**src/rtl/vblank_regen.sv**
```systemverilog
// Regenerates a clean vblank from hsync/vsync once the frame length has been
// stable for several frames; falls back to the core's own vblank otherwise.
module vblank_regen #(
  parameter int VBL_TOP     = 34,
  parameter int VBL_BOT_OFS = 25,
  parameter int LOCK_TOL    = 2
) (
  input  logic       clk,
  input  logic       reset_n,
  input  logic       hs_in,
  input  logic       vs_in,
  input  logic       vb_in,
  input  logic       orig_mode,
  output logic       hsync_out,
  output logic       vsync_out,
  output logic       vblank_out,
  output logic [8:0] line_cnt,
  output logic [8:0] frame_lines,
  output logic       locked
);

  localparam logic [8:0]        LC_MAX = 9'd511;
  localparam logic [8:0]        LC_PRE = 9'd510;
  localparam logic [8:0]        TOP_L  = 9'(VBL_TOP);
  localparam logic [8:0]        MIN_L  = 9'(VBL_TOP + VBL_BOT_OFS);
  localparam logic [8:0]        OFS_L  = 9'(VBL_BOT_OFS);
  localparam logic signed [9:0] TOL_S  = 10'(LOCK_TOL);

  logic       r_hs_d;
  logic       r_vb_d;
  logic       r_vbl_gen;
  logic [8:0] r_vbl_start;
  logic [1:0] r_stable_cnt;

  logic              w_strobe;
  logic              w_edge;
  logic              w_len_ok;
  logic              w_match;
  logic              w_lost;
  logic signed [9:0] w_diff;
  logic [1:0]        w_stable_next;

  assign w_strobe = hs_in & ~r_hs_d;
  assign w_edge   = w_strobe & vs_in & ~vsync_out;
  assign w_len_ok = (line_cnt > MIN_L) && (line_cnt != LC_MAX);
  // 10-bit signed difference keeps |L - frame_lines| free of 9-bit wrap
  assign w_diff   = $signed({1'b0, line_cnt}) - $signed({1'b0, frame_lines});
  assign w_match  = (w_diff <= TOL_S) && (w_diff >= -TOL_S);
  assign w_lost   = (line_cnt >= LC_PRE);

  assign hsync_out = r_hs_d;

  always_comb begin
    w_stable_next = r_stable_cnt;
    if (w_edge) begin
      if (w_len_ok && w_match)
        w_stable_next = (r_stable_cnt == 2'd3) ? 2'd3 : r_stable_cnt + 2'd1;
      else
        w_stable_next = 2'd0;
    end else if (w_lost) begin
      w_stable_next = 2'd0;
    end
  end

  always_ff @(posedge clk or negedge reset_n) begin
    if (!reset_n) begin
      r_hs_d     <= 1'b0;
      r_vb_d     <= 1'b0;
      vblank_out <= 1'b0;
    end else begin
      r_hs_d     <= hs_in;
      r_vb_d     <= vb_in;
      vblank_out <= (orig_mode | ~locked) ? r_vb_d : r_vbl_gen;
    end
  end

  always_ff @(posedge clk or negedge reset_n) begin
    if (!reset_n) begin
      vsync_out    <= 1'b0;
      line_cnt     <= 9'd0;
      frame_lines  <= 9'd0;
      locked       <= 1'b0;
      r_stable_cnt <= 2'd0;
      r_vbl_gen    <= 1'b0;
      r_vbl_start  <= LC_MAX;
    end else if (w_strobe) begin
      vsync_out    <= vs_in;
      r_stable_cnt <= w_stable_next;
      locked       <= (w_stable_next == 2'd3);
      if (w_edge) begin
        line_cnt <= 9'd0;
        if (w_len_ok) begin
          frame_lines <= line_cnt;
          r_vbl_start <= line_cnt - OFS_L;
        end
      end else if (line_cnt != LC_MAX) begin
        line_cnt <= line_cnt + 9'd1;
      end
      // Top-of-frame clear takes priority over the bottom set
      if (line_cnt == TOP_L)
        r_vbl_gen <= 1'b0;
      else if (line_cnt == r_vbl_start)
        r_vbl_gen <= 1'b1;
    end
  end

endmodule

```
**config.mk**
```make
export PLATFORM = sky130hd
export DESIGN_NAME = vblank_regen
export DESIGN_NICKNAME = d
export VERILOG_FILES = /design/src/rtl/vblank_regen.sv
export SDC_FILE = /design/constraint.sdc
export NUM_CORES = 1
export LEC_CHECK = 0
export BUFFER_PORTS_ARGS = -buffer_cell sky130_fd_sc_hd__buf_2
export CORE_MARGIN = 8
export CORE_UTILIZATION = 40
export CTS_CLUSTER_SIZE = 28
export DETAILED_ROUTE_END_ITERATION = 8
export SLEW_MARGIN = 30
export SYNTH_ARGS = -nofsm -noshare
export SYNTH_HDL_FRONTEND = slang
export SYNTH_SLANG_ARGS = --single-unit
```
**constraint.sdc**
```tcl
create_clock -name clk -period 2.2 [get_ports clk]
set_input_delay 0.55 -clock clk [delete_from_list [all_inputs] [get_ports clk]]
set_output_delay 0.55 -clock clk [all_outputs]
set_load 0.02 [all_outputs]
```
==> flow_summary.html, run 1 <==
<table>
<tr><th>Metric</th><th>Value</th></tr>
<tr><th colspan="2">Layout</th></tr>
<tr><td>Highest-count cells in the layout ignoring fill and taps</td><td>sky130_fd_sc_hd__buf_4 (47), sky130_fd_sc_hd__nand2_1 (28), sky130_fd_sc_hd__buf_2 (27), sky130_fd_sc_hd__dfrtp_1 (20), sky130_fd_sc_hd__xor2_1 (17)</td></tr>
<tr><td>Commonest non-fill, non-tap cell in the layout</td><td>sky130_fd_sc_hd__buf_4</td></tr>
<tr><td>Non-Filler Instances</td><td>388</td></tr>
<tr><td>Number of diodes added for antenna fixing</td><td>0</td></tr>
<tr><td>Final design instance area without fill</td><td>3060 um2</td></tr>
<tr><td>Syn-to-layout area delta</td><td>34.4%</td></tr>
<tr><td>Final standard cell utilization of the core</td><td>55.6%</td></tr>
<tr><td>Share of post-route cells with drive strength above 1</td><td>42.1%</td></tr>
<tr><td>NumNets Final</td><td>335</td></tr>
<tr><td>Filler instances</td><td>517</td></tr>
<tr><th colspan="2">Route</th></tr>
<tr><td>Drt drc</td><td>0</td></tr>
<tr><td>Post-detailed-routing wire length</td><td>5860 um</td></tr>
<tr><td>First-pass iteration count of the detailed router</td><td>4</td></tr>
<tr><td>Via count</td><td>2,003</td></tr>
<tr><td>Number of violations reported at the end of detailed-routing iteration 0</td><td>66</td></tr>
<tr><td>Remaining number of nets flagged by the antenna check after routing</td><td>0</td></tr>
<tr><td>Drt wl/cell</td><td>15.1 um</td></tr>
<tr><td>Via density per instance</td><td>5.16</td></tr>
<tr><th colspan="2">Yosys</th></tr>
<tr><td>Yosys Warn Count</td><td>0</td></tr>
<tr><td>Register bit count reported by yosys</td><td>35</td></tr>
<tr><td>Proportion of synthesized chip area in sequential cells</td><td>39.0%</td></tr>
<tr><td>Leading register cell type out of synthesis</td><td>sky130_fd_sc_hd__dfrtp_1</td></tr>
<tr><td>Count of distinct cell types in the synthesized netlist</td><td>48</td></tr>
<tr><td>Async set or reset register ratio after synthesis</td><td>100%</td></tr>
<tr><td>Avg Inst Size Synth</td><td>9.33 um2</td></tr>
<tr><td>Post-synth EDFFs</td><td>0</td></tr>
<tr><td>Post-Synthesis Cell Area</td><td>2280 um2</td></tr>
<tr><td>Synthesized Nets</td><td>264</td></tr>
<tr><td>Number of instances in the synthesized netlist</td><td>244</td></tr>
<tr><th colspan="2">Global route</th></tr>
<tr><td>Overall Global Routing Usage</td><td>14.2%</td></tr>
<tr><td>Overflow left after global routing</td><td>0</td></tr>
<tr><td>Pin count of the biggest net entering global routing</td><td>22</td></tr>
<tr><td>Antenna violations before repair</td><td>0</td></tr>
<tr><td>Global-route wire length before repair</td><td>9850 um</td></tr>
<tr><td>Number of global-route vias before repair</td><td>2,033</td></tr>
<tr><th colspan="2">Floorplan</th></tr>
<tr><td>Number of ports placed on the die boundary</td><td>28</td></tr>
<tr><td>Die width</td><td>91.5 um</td></tr>
<tr><td>Die Span Y</td><td>91.5 um</td></tr>
<tr><td>Full die area</td><td>8360 um2</td></tr>
<tr><td>Core Area</td><td>5510 um2</td></tr>
<tr><td>Placement Rows</td><td>27</td></tr>
<tr><td>Effective utilization at floorplan</td><td>41.4%</td></tr>
<tr><th colspan="2">Pwr</th></tr>
<tr><td>Areal power density over the cells</td><td>903 nW/um2</td></tr>
<tr><td>Largest vdd supply drop</td><td>0.000545 V</td></tr>
<tr><td>Final Power</td><td>2760 uW</td></tr>
<tr><td>Cell leakage power</td><td>0.00149 uW</td></tr>
<tr><th colspan="2">Clocking</th></tr>
<tr><td>CTS buffer count</td><td>5</td></tr>
<tr><td>Clock tree buffer depth</td><td>2</td></tr>
<tr><td>Hold buffer count at cts</td><td>0</td></tr>
<tr><td>Number of clock sinks seen by CTS</td><td>35</td></tr>
<tr><td>Number of levels the H-tree was split into</td><td>2</td></tr>
<tr><td>Source-to-sink clock delay at the later pin of the worst-skew pair</td><td>0.28 ns</td></tr>
<tr><td>Clock-pin slew on the worst setup and hold paths</td><td>0.07 ns</td></tr>
<tr><td>TritonCTS clock tree</td><td>yes</td></tr>
<tr><td>CTS root buffer</td><td>sky130_fd_sc_hd__clkbuf_8</td></tr>
<tr><th colspan="2">Timing</th></tr>
<tr><td>Post-route clock skew</td><td>0.00484 ns</td></tr>
<tr><td>Final clock period utilization by the worst path</td><td>104%</td></tr>
<tr><td>Setup repair after global routing missed its margin</td><td>yes</td></tr>
<tr><td>Setup WS post-layout</td><td>-0.0820 ns</td></tr>
<tr><td>Max Transition Viols Final</td><td>0</td></tr>
<tr><td>Maximum clock frequency</td><td>438 MHz</td></tr>
<tr><td>Number of setup violations in the final report</td><td>3</td></tr>
<tr><td>Final Hold Viols</td><td>0</td></tr>
<tr><td>Shortest clock period the worst path allows after layout</td><td>2.28 ns</td></tr>
<tr><td>Worst-Margin Slew</td><td>0.461 ns</td></tr>
<tr><td>Max-Slew Margin vs Limit</td><td>69.3%</td></tr>
<tr><th colspan="2">Setup path</th></tr>
<tr><td>Start point of the critical path</td><td>line_cnt[0]</td></tr>
<tr><td>Critical-path maximum fanout</td><td>4</td></tr>
<tr><td>Buffer and inverter count on the worst path</td><td>1</td></tr>
<tr><td>Ordered cell list for the critical path</td><td>inv_4 -&gt; ha_4 -&gt; fa_2 -&gt; nor2b_4 -&gt; o2111ai_2 -&gt; nand3b_1 -&gt; xor2_2 -&gt; and3_4 -&gt; a32oi_2 -&gt; a21oi_1</td></tr>
<tr><td>Cell with the biggest individual delay on the critical path</td><td>sky130_fd_sc_hd__dfrtp_2</td></tr>
<tr><td>Startpoint of the lowest-slack register-to-register path</td><td>line_cnt[0]</td></tr>
<tr><td>Slowest Stage Delay on Critical Path</td><td>0.41 ns</td></tr>
<tr><td>Kind of end point of the critical path</td><td>flip-flop</td></tr>
<tr><td>Crit start category</td><td>flip-flop</td></tr>
<tr><td>CP Data Arrival Time</td><td>2.49 ns</td></tr>
<tr><td>Required time at the worst-slack endpoint</td><td>2.41 ns</td></tr>
<tr><td>Family with the most delay on the worst path</td><td>adder cells</td></tr>
<tr><td>Critical setup path kind</td><td>flip-flop to flip-flop</td></tr>
<tr><th colspan="2">Outcome</th></tr>
<tr><td>Violations in the final reports</td><td>negative setup slack</td></tr>
<tr><td>Result of the run</td><td>complete, but fails checks</td></tr>
<tr><th colspan="2">Placement</th></tr>
<tr><td>Placement Cell Area</td><td>2780 um2</td></tr>
<tr><td>Detailed-placement wirelength estimate</td><td>4410 um</td></tr>
<tr><td>Number of port buffers</td><td>27</td></tr>
<tr><td>Post-placement worst setup slack</td><td>-0.109 ns</td></tr>
<tr><td>Total placed cells including tap cells</td><td>371</td></tr>
<tr><td>Routability Congestion</td><td>0.822</td></tr>
<tr><th colspan="2">Worst hold path</th></tr>
<tr><td>Class of the tightest hold or removal check</td><td>input pin to async pin</td></tr>
<tr><th colspan="2">Flow run</th></tr>
<tr><td>Number of maximum-capacitance constraint violations</td><td>0</td></tr>
</table>
==> where the power goes <==
part	switching (uW)	internal, uW	leakage [uW]
combinational	799	692	0.00101
clock	217	286	0.0000515
sequential	57.3	712	0.000432
==> registers in the layout, indices dropped and copies added (netlist names) <==
| signal | cells |
|---|---|
| vsync_out | 1 |
| line_cnt | 9 |
| hsync_out | 1 |
| r_stable_cnt | 2 |
| locked | 1 |
| r_vbl_start | 9 |
| frame_lines | 9 |
| r_vb_d | 1 |
| vblank_out | 1 |
| r_vbl_gen | 1 |
==> layer usage <==
layer | track usage (%) | wire (um) | vias up
li1 | - | - | 993
met1 | 18.4 | 2840 | 963
met2 | 23.1 | 2690 | 43
met3 | 3.79 | 286 | 4
met4 | 2.86 | 38 | 0
met5 | 0 | 0 | -
==> worst register-to-register path: cells and delay by family, from the launching register on <==
kind	cells	cell delay, ns
AO/OA/AOI/OAI	3	0.38
XOR/XNOR	1	0.28
buffers and inverters	1	0.05
AND/OR/NAND/NOR	3	0.54
flip-flops	1	0.41
adder cells (fa/ha/maj)	2	0.56
==> path summary, 6_finish.rpt <==
kind	endpoint	slack, ns	depth (start not counted)
min reg2reg	r_vbl_start[3]	0.49	2
min	r_vbl_gen	0.21	1
max in group asynchronous	r_stable_cnt[0]	1.48	2
max reg2reg	r_stable_cnt[1]	-0.08	10
min in group clk	r_vb_d	0.37	1
max	r_stable_cnt[1]	-0.08	10
==> logic make-up after synthesis <==
kind of cell	synth area share [%]
simple gates	20.6
compound gates	14.4
flops	39.0
xor+xnor	10.0
buf+inv	4.07
fa+ha+maj	8.02
mux	3.96
==> cell type report <==
class	count	area [um2]	area share, %
Inverter	10	40.0	1.31
Multi-Input combinational cell	188	1440	46.9
Timing Repair Buffer	75	499	16.3
Sequential cell	35	895	29.2
Clock buffer	8	100	3.27
Tap cell	72	90.1	2.94
==> synthesized netlist by cell type, types with 6 or more instances <==
library cell,number,area share (%)
sky130_fd_sc_hd__a21oi_1,13,2.9
sky130_fd_sc_hd__and3_1,6,1.6
sky130_fd_sc_hd__clkbuf_1,6,0.99
sky130_fd_sc_hd__dfrtp_1,26,29
sky130_fd_sc_hd__dfstp_2,9,10
sky130_fd_sc_hd__ha_1,13,7.1
sky130_fd_sc_hd__inv_1,10,1.6
sky130_fd_sc_hd__mux2_2,8,4.0
sky130_fd_sc_hd__nand2_1,28,4.6
sky130_fd_sc_hd__nor2_1,15,2.5
sky130_fd_sc_hd__nor3_1,7,1.5
sky130_fd_sc_hd__o21ai_0,15,3.3
sky130_fd_sc_hd__xnor2_1,6,2.3
sky130_fd_sc_hd__xor2_1,20,7.7
==> metrics by stage <==
| step | hold WS (ns) | TNS, ns |
|---|---|---|
| 6_report | 0.214 | -0.165 |
| 4_1_cts | 0.221 | -0.215 |
| 3_5_place_dp | 0.479 | -0.291 |
| 2_1_floorplan | 0.254 | -0.447 |
| 5_1_grt | 0.237 | -0.569 |
| 3_3_place_gp | 0.461 | -0.152 |
==> timing repair <==
item                                    in CTS  in global routing
endpoints found under the setup margin       4                  7
setup buffers                                2                  7
resized for setup                            6                 16
pin swaps                                    5                 17
(Power assumes the default switching activity.)
==> inputs of run 2 (changes only) <==
==> constraint.sdc (replaced) <==
create_clock -name clk -period 2.2 [get_ports clk]
set_input_delay 0.55 -clock clk [delete_from_list [all_inputs] [get_ports clk]]
set_output_delay 0.55 -clock clk [all_outputs]
set_load 0.01 [all_outputs]
==> flow_summary.html, run 2 (synthesis gave the netlist of run 1 again) <==
<table>
<tr><th>Metric</th><th>Value</th></tr>
<tr><th colspan="2">Global route</th></tr>
<tr><td>Overflow left after global routing</td><td>0</td></tr>
<tr><td>Global-route wire length before repair</td><td>9780 um</td></tr>
<tr><td>Layer carrying the most global-route usage</td><td>met2</td></tr>
<tr><td>Overall Global Routing Usage</td><td>14.5%</td></tr>
<tr><td>Number of global-route vias before repair</td><td>1,980</td></tr>
<tr><td>Met2 track demand over resource</td><td>23.8%</td></tr>
<tr><td>Met3 Use GR</td><td>3.37%</td></tr>
<tr><td>Met1 track demand over resource</td><td>18.1%</td></tr>
<tr><td>Pin count of the biggest net entering global routing</td><td>36</td></tr>
<tr><td>Antenna violations before repair</td><td>0</td></tr>
<tr><th colspan="2">Layout</th></tr>
<tr><td>Syn-to-layout area delta</td><td>31.0%</td></tr>
<tr><td>Share of post-route cells with drive strength above 1</td><td>38.7%</td></tr>
<tr><td>Highest-count cells in the layout ignoring fill and taps</td><td>sky130_fd_sc_hd__buf_4 (42), sky130_fd_sc_hd__nand2_1 (28), sky130_fd_sc_hd__buf_2 (27), sky130_fd_sc_hd__dfrtp_1 (25), sky130_fd_sc_hd__xor2_1 (17)</td></tr>
<tr><td>Number of diodes added for antenna fixing</td><td>0</td></tr>
<tr><td>Commonest non-fill, non-tap cell in the layout</td><td>sky130_fd_sc_hd__buf_4</td></tr>
<tr><td>NumNets Final</td><td>329</td></tr>
<tr><td>Regs by FF count</td><td>frame_lines: 9 flops, line_cnt: 9 flops, r_vbl_start: 9 flops</td></tr>
<tr><th colspan="2">Clocking</th></tr>
<tr><td>Number of clock sinks seen by CTS</td><td>35</td></tr>
<tr><td>Number of levels the H-tree was split into</td><td>2</td></tr>
<tr><td>Clock-pin slew on the worst setup and hold paths</td><td>0.08 ns</td></tr>
<tr><td>Clock tree buffer depth</td><td>2</td></tr>
<tr><td>Source-to-sink clock delay at the later pin of the worst-skew pair</td><td>0.30 ns</td></tr>
<tr><td>CTS root buffer</td><td>sky130_fd_sc_hd__clkbuf_8</td></tr>
<tr><td>CTS buffer count</td><td>5</td></tr>
<tr><td>TritonCTS clock tree</td><td>yes</td></tr>
<tr><td>Hold buffer count at cts</td><td>0</td></tr>
<tr><th colspan="2">Timing</th></tr>
<tr><td>Final clock period utilization by the worst path</td><td>105%</td></tr>
<tr><td>Shortest clock period the worst path allows after layout</td><td>2.30 ns</td></tr>
<tr><td>Post-route clock skew</td><td>0.00866 ns</td></tr>
<tr><td>Total negative slack</td><td>-0.256 ns</td></tr>
<tr><td>Setup repair after global routing missed its margin</td><td>yes</td></tr>
<tr><td>Maximum clock frequency</td><td>434 MHz</td></tr>
<tr><td>Max-Slew Margin vs Limit</td><td>68.8%</td></tr>
<tr><td>Max Transition Viols Final</td><td>0</td></tr>
<tr><td>Worst hold slack</td><td>0.280 ns</td></tr>
<tr><td>Worst-Margin Slew</td><td>0.463 ns</td></tr>
<tr><td>Final Hold Viols</td><td>0</td></tr>
<tr><td>Number of setup violations in the final report</td><td>3</td></tr>
<tr><td>Setup WS post-layout</td><td>-0.102 ns</td></tr>
<tr><th colspan="2">Route</th></tr>
<tr><td>Drt drc</td><td>0</td></tr>
<tr><td>Via density per instance</td><td>5.15</td></tr>
<tr><td>First-pass iteration count of the detailed router</td><td>4</td></tr>
<tr><td>Number of violations reported at the end of detailed-routing iteration 0</td><td>56</td></tr>
<tr><td>Remaining number of nets flagged by the antenna check after routing</td><td>0</td></tr>
<tr><td>Post-detailed-routing wire length</td><td>5870 um</td></tr>
<tr><td>Drt wl/cell</td><td>15.4 um</td></tr>
<tr><td>Via count</td><td>1,969</td></tr>
<tr><th colspan="2">Pwr</th></tr>
<tr><td>Largest vdd supply drop</td><td>0.000357 V</td></tr>
<tr><td>Final Power</td><td>2600 uW</td></tr>
<tr><td>Areal power density over the cells</td><td>871 nW/um2</td></tr>
<tr><td>Cell leakage power</td><td>0.00145 uW</td></tr>
<tr><th colspan="2">Floorplan</th></tr>
<tr><td>Number of ports placed on the die boundary</td><td>28</td></tr>
<tr><td>Core Area</td><td>5510 um2</td></tr>
<tr><td>Die width</td><td>91.5 um</td></tr>
<tr><td>Effective utilization at floorplan</td><td>41.4%</td></tr>
<tr><td>Full die area</td><td>8360 um2</td></tr>
<tr><td>Placement Rows</td><td>27</td></tr>
<tr><td>Die Span Y</td><td>91.5 um</td></tr>
<tr><th colspan="2">Placement</th></tr>
<tr><td>Post-placement worst setup slack</td><td>-0.109 ns</td></tr>
<tr><td>Routability Congestion</td><td>0.805</td></tr>
<tr><td>Number of port buffers</td><td>27</td></tr>
<tr><td>Detailed-placement wirelength estimate</td><td>4440 um</td></tr>
<tr><th colspan="2">Setup path</th></tr>
<tr><td>Crit start category</td><td>flip-flop</td></tr>
<tr><td>Worst reg2reg setup slack</td><td>-0.10 ns</td></tr>
<tr><td>Reg2reg end</td><td>r_stable_cnt[0]</td></tr>
<tr><td>CP Data Arrival Time</td><td>2.53 ns</td></tr>
<tr><td>Reg2Reg Depth</td><td>9</td></tr>
<tr><td>Critical-path maximum fanout</td><td>5</td></tr>
<tr><td>Kind of end point of the critical path</td><td>flip-flop</td></tr>
<tr><td>Startpoint of the lowest-slack register-to-register path</td><td>line_cnt[4]</td></tr>
<tr><td>Critical setup path kind</td><td>flip-flop to flip-flop</td></tr>
<tr><td>Required time at the worst-slack endpoint</td><td>2.43 ns</td></tr>
<tr><th colspan="2">Outcome</th></tr>
<tr><td>Violations in the final reports</td><td>negative setup slack</td></tr>
<tr><td>Result of the run</td><td>complete, but fails checks</td></tr>
<tr><th colspan="2">Flow run</th></tr>
<tr><td>Number of maximum-capacitance constraint violations</td><td>0</td></tr>
<tr><th colspan="2">Worst hold path</th></tr>
<tr><td>Class of the tightest hold or removal check</td><td>input pin to async pin</td></tr>
</table>
[run 2: cell count changes in the layout (fill, tap and decap cells not counted), moves of 2 or more]
cell | previous run | this run
sky130_fd_sc_hd__dfrtp_1 | 20 | 25
sky130_fd_sc_hd__dfrtp_2 | 6 | 1
sky130_fd_sc_hd__clkbuf_8 | 7 | 5
sky130_fd_sc_hd__buf_4 | 47 | 42
sky130_fd_sc_hd__a21oi_2 | 1 | 3
sky130_fd_sc_hd__a21oi_1 | 12 | 10
[run 2: through the flow]
stage	std cells	area (um2)	util, %
finish	382	2980	54.2
global route	382	2980	54.2
CTS	381	2910	52.9
detailed placement	369	2760	50.1
global placement	369	2760	50.1
floorplan	244	2320	-
[run 2: where the power goes]
part           leakage, uW  total, uW  internal, uW  switching [uW]
sequential        0.000439        755           708            46.1
clock            0.0000412        481           222             259
combinational     0.000969       1360           610             752
[run 2: what timing repair did]
action                                 in CTS  in global routing
setup buffers                               4                  1
gates resized for setup                     8                 11
setup endpoints to repair                   5                 12
pin swaps                                  10                 11
endpoints found under the hold margin       0                  0
[run 2: area by class of cell]
| cell class | instances | area, um2 |
|---|---|---|
| clock inverters | 2 | 12.5 |
| well taps | 72 | 90.1 |
| flip-flops and latches | 35 | 888 |
| clock buffers | 6 | 72.6 |
| repair buffers | 69 | 450 |
| inverters | 10 | 37.5 |
| fillers | 490 | 2520 |
| multi-input cells | 188 | 1430 |
[run 2: worst max-delay path, stage by stage (launching register included)]
cell                        delay, ns
sky130_fd_sc_hd__dfrtp_1         0.40
sky130_fd_sc_hd__and3_4          0.19
sky130_fd_sc_hd__and4_4          0.18
sky130_fd_sc_hd__and2_4          0.16
sky130_fd_sc_hd__ha_4            0.15
sky130_fd_sc_hd__a211o_4         0.33
sky130_fd_sc_hd__nand4b_1        0.24
sky130_fd_sc_hd__a2111oi_4       0.33
sky130_fd_sc_hd__a32oi_2         0.11
sky130_fd_sc_hd__o21ai_1         0.14
[run 2: routing by layer]
layer | vias up | wire [um]
li1 | 983 | -
met1 | 950 | 2740
met2 | 29 | 2860
met3 | 7 | 197
met4 | 0 | 72
met5 | - | 0
[run 2: worst max-delay path by stage]
stage	start	to	slack (ns)	depth (start not counted)
floorplan	line_cnt[4]	r_stable_cnt[0]	-0.1	10
global placement	line_cnt[4]	locked	-0.06	9
detailed placement	line_cnt[4]	r_stable_cnt[0]	-0.11	9
CTS	frame_lines[0]	locked	-0.05	9
global route	line_cnt[4]	r_stable_cnt[0]	-0.20	9
finish	line_cnt[4]	r_stable_cnt[0]	-0.10	9
==> inputs of run 3 (changes only) <==
==> constraint.sdc (replaced) <==
create_clock -name clk -period 1.9 [get_ports clk]
set_input_delay 0.475 -clock clk [delete_from_list [all_inputs] [get_ports clk]]
set_output_delay 0.475 -clock clk [all_outputs]
set_load 0.01 [all_outputs]
==> flow_summary.html, run 3 (synthesis gave the netlist of run 1 again) <==
<table>
<tr><th>Metric</th><th>Value</th></tr>
<tr><th colspan="2">Setup path</th></tr>
<tr><td>Crit start category</td><td>flip-flop</td></tr>
<tr><td>Worst reg2reg setup slack</td><td>-0.38 ns</td></tr>
<tr><td>Required time at the worst-slack endpoint</td><td>2.12 ns</td></tr>
<tr><td>Reg2reg end</td><td>locked</td></tr>
<tr><td>CP Data Arrival Time</td><td>2.50 ns</td></tr>
<tr><td>Start point of the critical path</td><td>line_cnt[4]</td></tr>
<tr><td>Timing endpoint of the critical path</td><td>locked</td></tr>
<tr><td>Critical-path maximum fanout</td><td>5</td></tr>
<tr><td>Startpoint of the lowest-slack register-to-register path</td><td>line_cnt[4]</td></tr>
<tr><td>Critical setup path kind</td><td>flip-flop to flip-flop</td></tr>
<tr><td>Reg2Reg Depth</td><td>9</td></tr>
<tr><td>Kind of end point of the critical path</td><td>flip-flop</td></tr>
<tr><th colspan="2">Timing</th></tr>
<tr><td>Max-Slew Margin vs Limit</td><td>69.6%</td></tr>
<tr><td>Worst-Margin Slew</td><td>0.451 ns</td></tr>
<tr><td>Setup WS post-layout</td><td>-0.377 ns</td></tr>
<tr><td>Number of setup violations in the final report</td><td>30</td></tr>
<tr><td>Final Hold Viols</td><td>0</td></tr>
<tr><td>Setup repair after global routing missed its margin</td><td>yes</td></tr>
<tr><td>Max Transition Viols Final</td><td>0</td></tr>
<tr><td>Maximum clock frequency</td><td>439 MHz</td></tr>
<tr><td>Shortest clock period the worst path allows after layout</td><td>2.28 ns</td></tr>
<tr><td>Worst hold slack</td><td>0.130 ns</td></tr>
<tr><td>Post-route clock skew</td><td>0.00581 ns</td></tr>
<tr><td>Final clock period utilization by the worst path</td><td>120%</td></tr>
<tr><th colspan="2">Layout</th></tr>
<tr><td>NumNets Final</td><td>353</td></tr>
<tr><td>Syn-to-layout area delta</td><td>49.1%</td></tr>
<tr><td>Number of diodes added for antenna fixing</td><td>0</td></tr>
<tr><td>Filler instances</td><td>471</td></tr>
<tr><td>Non-Filler Instances</td><td>406</td></tr>
<tr><td>Highest-count cells in the layout ignoring fill and taps</td><td>sky130_fd_sc_hd__buf_4 (49), sky130_fd_sc_hd__buf_2 (27), sky130_fd_sc_hd__dfrtp_1 (25), sky130_fd_sc_hd__xor2_1 (17), sky130_fd_sc_hd__nand2_1 (15)</td></tr>
<tr><td>Share of post-route cells with drive strength above 1</td><td>49.7%</td></tr>
<tr><td>Final standard cell utilization of the core</td><td>61.6%</td></tr>
<tr><td>Regs by FF count</td><td>frame_lines: 9 flops, line_cnt: 9 flops, r_vbl_start: 9 flops</td></tr>
<tr><td>Commonest non-fill, non-tap cell in the layout</td><td>sky130_fd_sc_hd__buf_4</td></tr>
<tr><td>Final design instance area without fill</td><td>3390 um2</td></tr>
<tr><th colspan="2">Pwr</th></tr>
<tr><td>Cell leakage power</td><td>0.00164 uW</td></tr>
<tr><td>Largest vdd supply drop</td><td>0.000456 V</td></tr>
<tr><td>Areal power density over the cells</td><td>920 nW/um2</td></tr>
<tr><th colspan="2">Worst hold path</th></tr>
<tr><td>Class of the tightest hold or removal check</td><td>input pin to async pin</td></tr>
<tr><th colspan="2">Global route</th></tr>
<tr><td>Pin count of the biggest net entering global routing</td><td>36</td></tr>
<tr><td>Number of global-route vias before repair</td><td>2,130</td></tr>
<tr><td>Overflow left after global routing</td><td>0</td></tr>
<tr><td>Global-route wire length before repair</td><td>10,600 um</td></tr>
<tr><td>Antenna violations before repair</td><td>0</td></tr>
<tr><td>Overall Global Routing Usage</td><td>15.7%</td></tr>
<tr><th colspan="2">Placement</th></tr>
<tr><td>Routability Congestion</td><td>0.826</td></tr>
<tr><td>Detailed-placement wirelength estimate</td><td>4610 um</td></tr>
<tr><td>Placement Cell Area</td><td>2890 um2</td></tr>
<tr><td>Total placed cells including tap cells</td><td>382</td></tr>
<tr><td>Number of port buffers</td><td>27</td></tr>
<tr><td>Post-placement worst setup slack</td><td>-0.433 ns</td></tr>
<tr><th colspan="2">Clocking</th></tr>
<tr><td>Number of levels the H-tree was split into</td><td>2</td></tr>
<tr><td>Hold buffer count at cts</td><td>0</td></tr>
<tr><td>CTS buffer count</td><td>5</td></tr>
<tr><td>Source-to-sink clock delay at the later pin of the worst-skew pair</td><td>0.29 ns</td></tr>
<tr><td>CTS root buffer</td><td>sky130_fd_sc_hd__clkbuf_8</td></tr>
<tr><td>Number of clock sinks seen by CTS</td><td>35</td></tr>
<tr><td>Clock tree buffer depth</td><td>2</td></tr>
<tr><td>Clock-pin slew on the worst setup and hold paths</td><td>0.08 ns</td></tr>
<tr><td>TritonCTS clock tree</td><td>yes</td></tr>
<tr><th colspan="2">Route</th></tr>
<tr><td>Number of violations reported at the end of detailed-routing iteration 0</td><td>92</td></tr>
<tr><td>First-pass iteration count of the detailed router</td><td>4</td></tr>
<tr><td>Drt wl/cell</td><td>16.7 um</td></tr>
<tr><td>Via count</td><td>2,121</td></tr>
<tr><td>Via density per instance</td><td>5.22</td></tr>
<tr><td>Remaining number of nets flagged by the antenna check after routing</td><td>0</td></tr>
<tr><td>Post-detailed-routing wire length</td><td>6770 um</td></tr>
<tr><td>Drt drc</td><td>0</td></tr>
<tr><th colspan="2">Floorplan</th></tr>
<tr><td>Full die area</td><td>8360 um2</td></tr>
<tr><td>Effective utilization at floorplan</td><td>41.4%</td></tr>
<tr><td>Die width</td><td>91.5 um</td></tr>
<tr><td>Placement Rows</td><td>27</td></tr>
<tr><td>Die Span Y</td><td>91.5 um</td></tr>
<tr><td>Number of ports placed on the die boundary</td><td>28</td></tr>
<tr><td>Core Area</td><td>5510 um2</td></tr>
<tr><th colspan="2">Outcome</th></tr>
<tr><td>Violations in the final reports</td><td>negative setup slack</td></tr>
<tr><td>Result of the run</td><td>complete, but fails checks</td></tr>
<tr><th colspan="2">Flow run</th></tr>
<tr><td>Number of maximum-capacitance constraint violations</td><td>0</td></tr>
</table>
## run 3: changes by cell type in the layout (fill, tap and decap cells not counted), sizes merged
cell | previous run | this run
buf | 69 | 92
clkbuf | 6 | 7
## run 3: critical path: stages, from the launching register on
cell and delay [ns]:
sky130_fd_sc_hd__dfrtp_1 0.41, sky130_fd_sc_hd__and3_4 0.19, sky130_fd_sc_hd__and4_1 0.20, sky130_fd_sc_hd__and2_4 0.16, sky130_fd_sc_hd__ha_4 0.16, sky130_fd_sc_hd__a211o_4 0.33
sky130_fd_sc_hd__nand4b_1 0.19, sky130_fd_sc_hd__a2111oi_2 0.36, sky130_fd_sc_hd__a32oi_1 0.09, sky130_fd_sc_hd__o21ai_1 0.12
## run 3: how the worst min path moves through the flow
| stage | to | slack [ns] | depth (start not counted) |
|---|---|---|---|
| after global routing | frame_lines[5] | 0.14 | 2 |
| after global placement | frame_lines[5] | 0.45 | 2 |
| after detailed placement | frame_lines[5] | 0.45 | 2 |
| after CTS | frame_lines[5] | 0.14 | 2 |
| final | frame_lines[6] | 0.13 | 2 |
| after floorplan | frame_lines[0] | 0.18 | 0 |
## run 3: routing by layer
metal  part of all wire (%)  up-vias  global-route usage (%)  wire [um]
met5                      0        -                       0          0
met4                    1.0        0                    4.91         70
met3                    2.1        6                    3.05        140
met2                     52       24                    27.0       3520
met1                     45     1058                    19.2       3040
li1                       -     1033                       -          -
## run 3: layout make-up
class | instances | area, um2 | share of cell area, %
repair buffers | 93 | 767 | 22.6
clock buffers | 6 | 72.6 | 2.14
multi-input cells | 188 | 1530 | 45.0
inverters | 10 | 37.5 | 1.11
well taps | 72 | 90.1 | 2.65
flip-flops and latches | 35 | 888 | 26.2
clock inverters | 2 | 12.5 | 0.369
## run 3: where the power goes
group          switching, uW  leakage [uW]  internal, uW
clock                    296     0.0000412           257
sequential              65.1      0.000439           820
combinational            910       0.00116           773
## run 3: what timing repair did
item | CTS | global route
pin swaps | 16 | 22
buffers inserted | 7 | 8
gates resized for setup | 49 | 26
endpoints found under the setup margin | 26 | 30
gates cloned | 2 | 1
endpoints found under the hold margin | 0 | 0
## run 3: through the flow
| stage | power, uW | setup TNS [ns] |
|---|---|---|
| final | 3120 | -5.84 |
| after global routing | 3340 | -7.71 |
| after CTS | 3050 | -4.38 |
| after detailed placement | 2390 | -3.97 |
| after global placement | 2370 | -3.30 |
| after floorplan | 1890 | -5.47 |
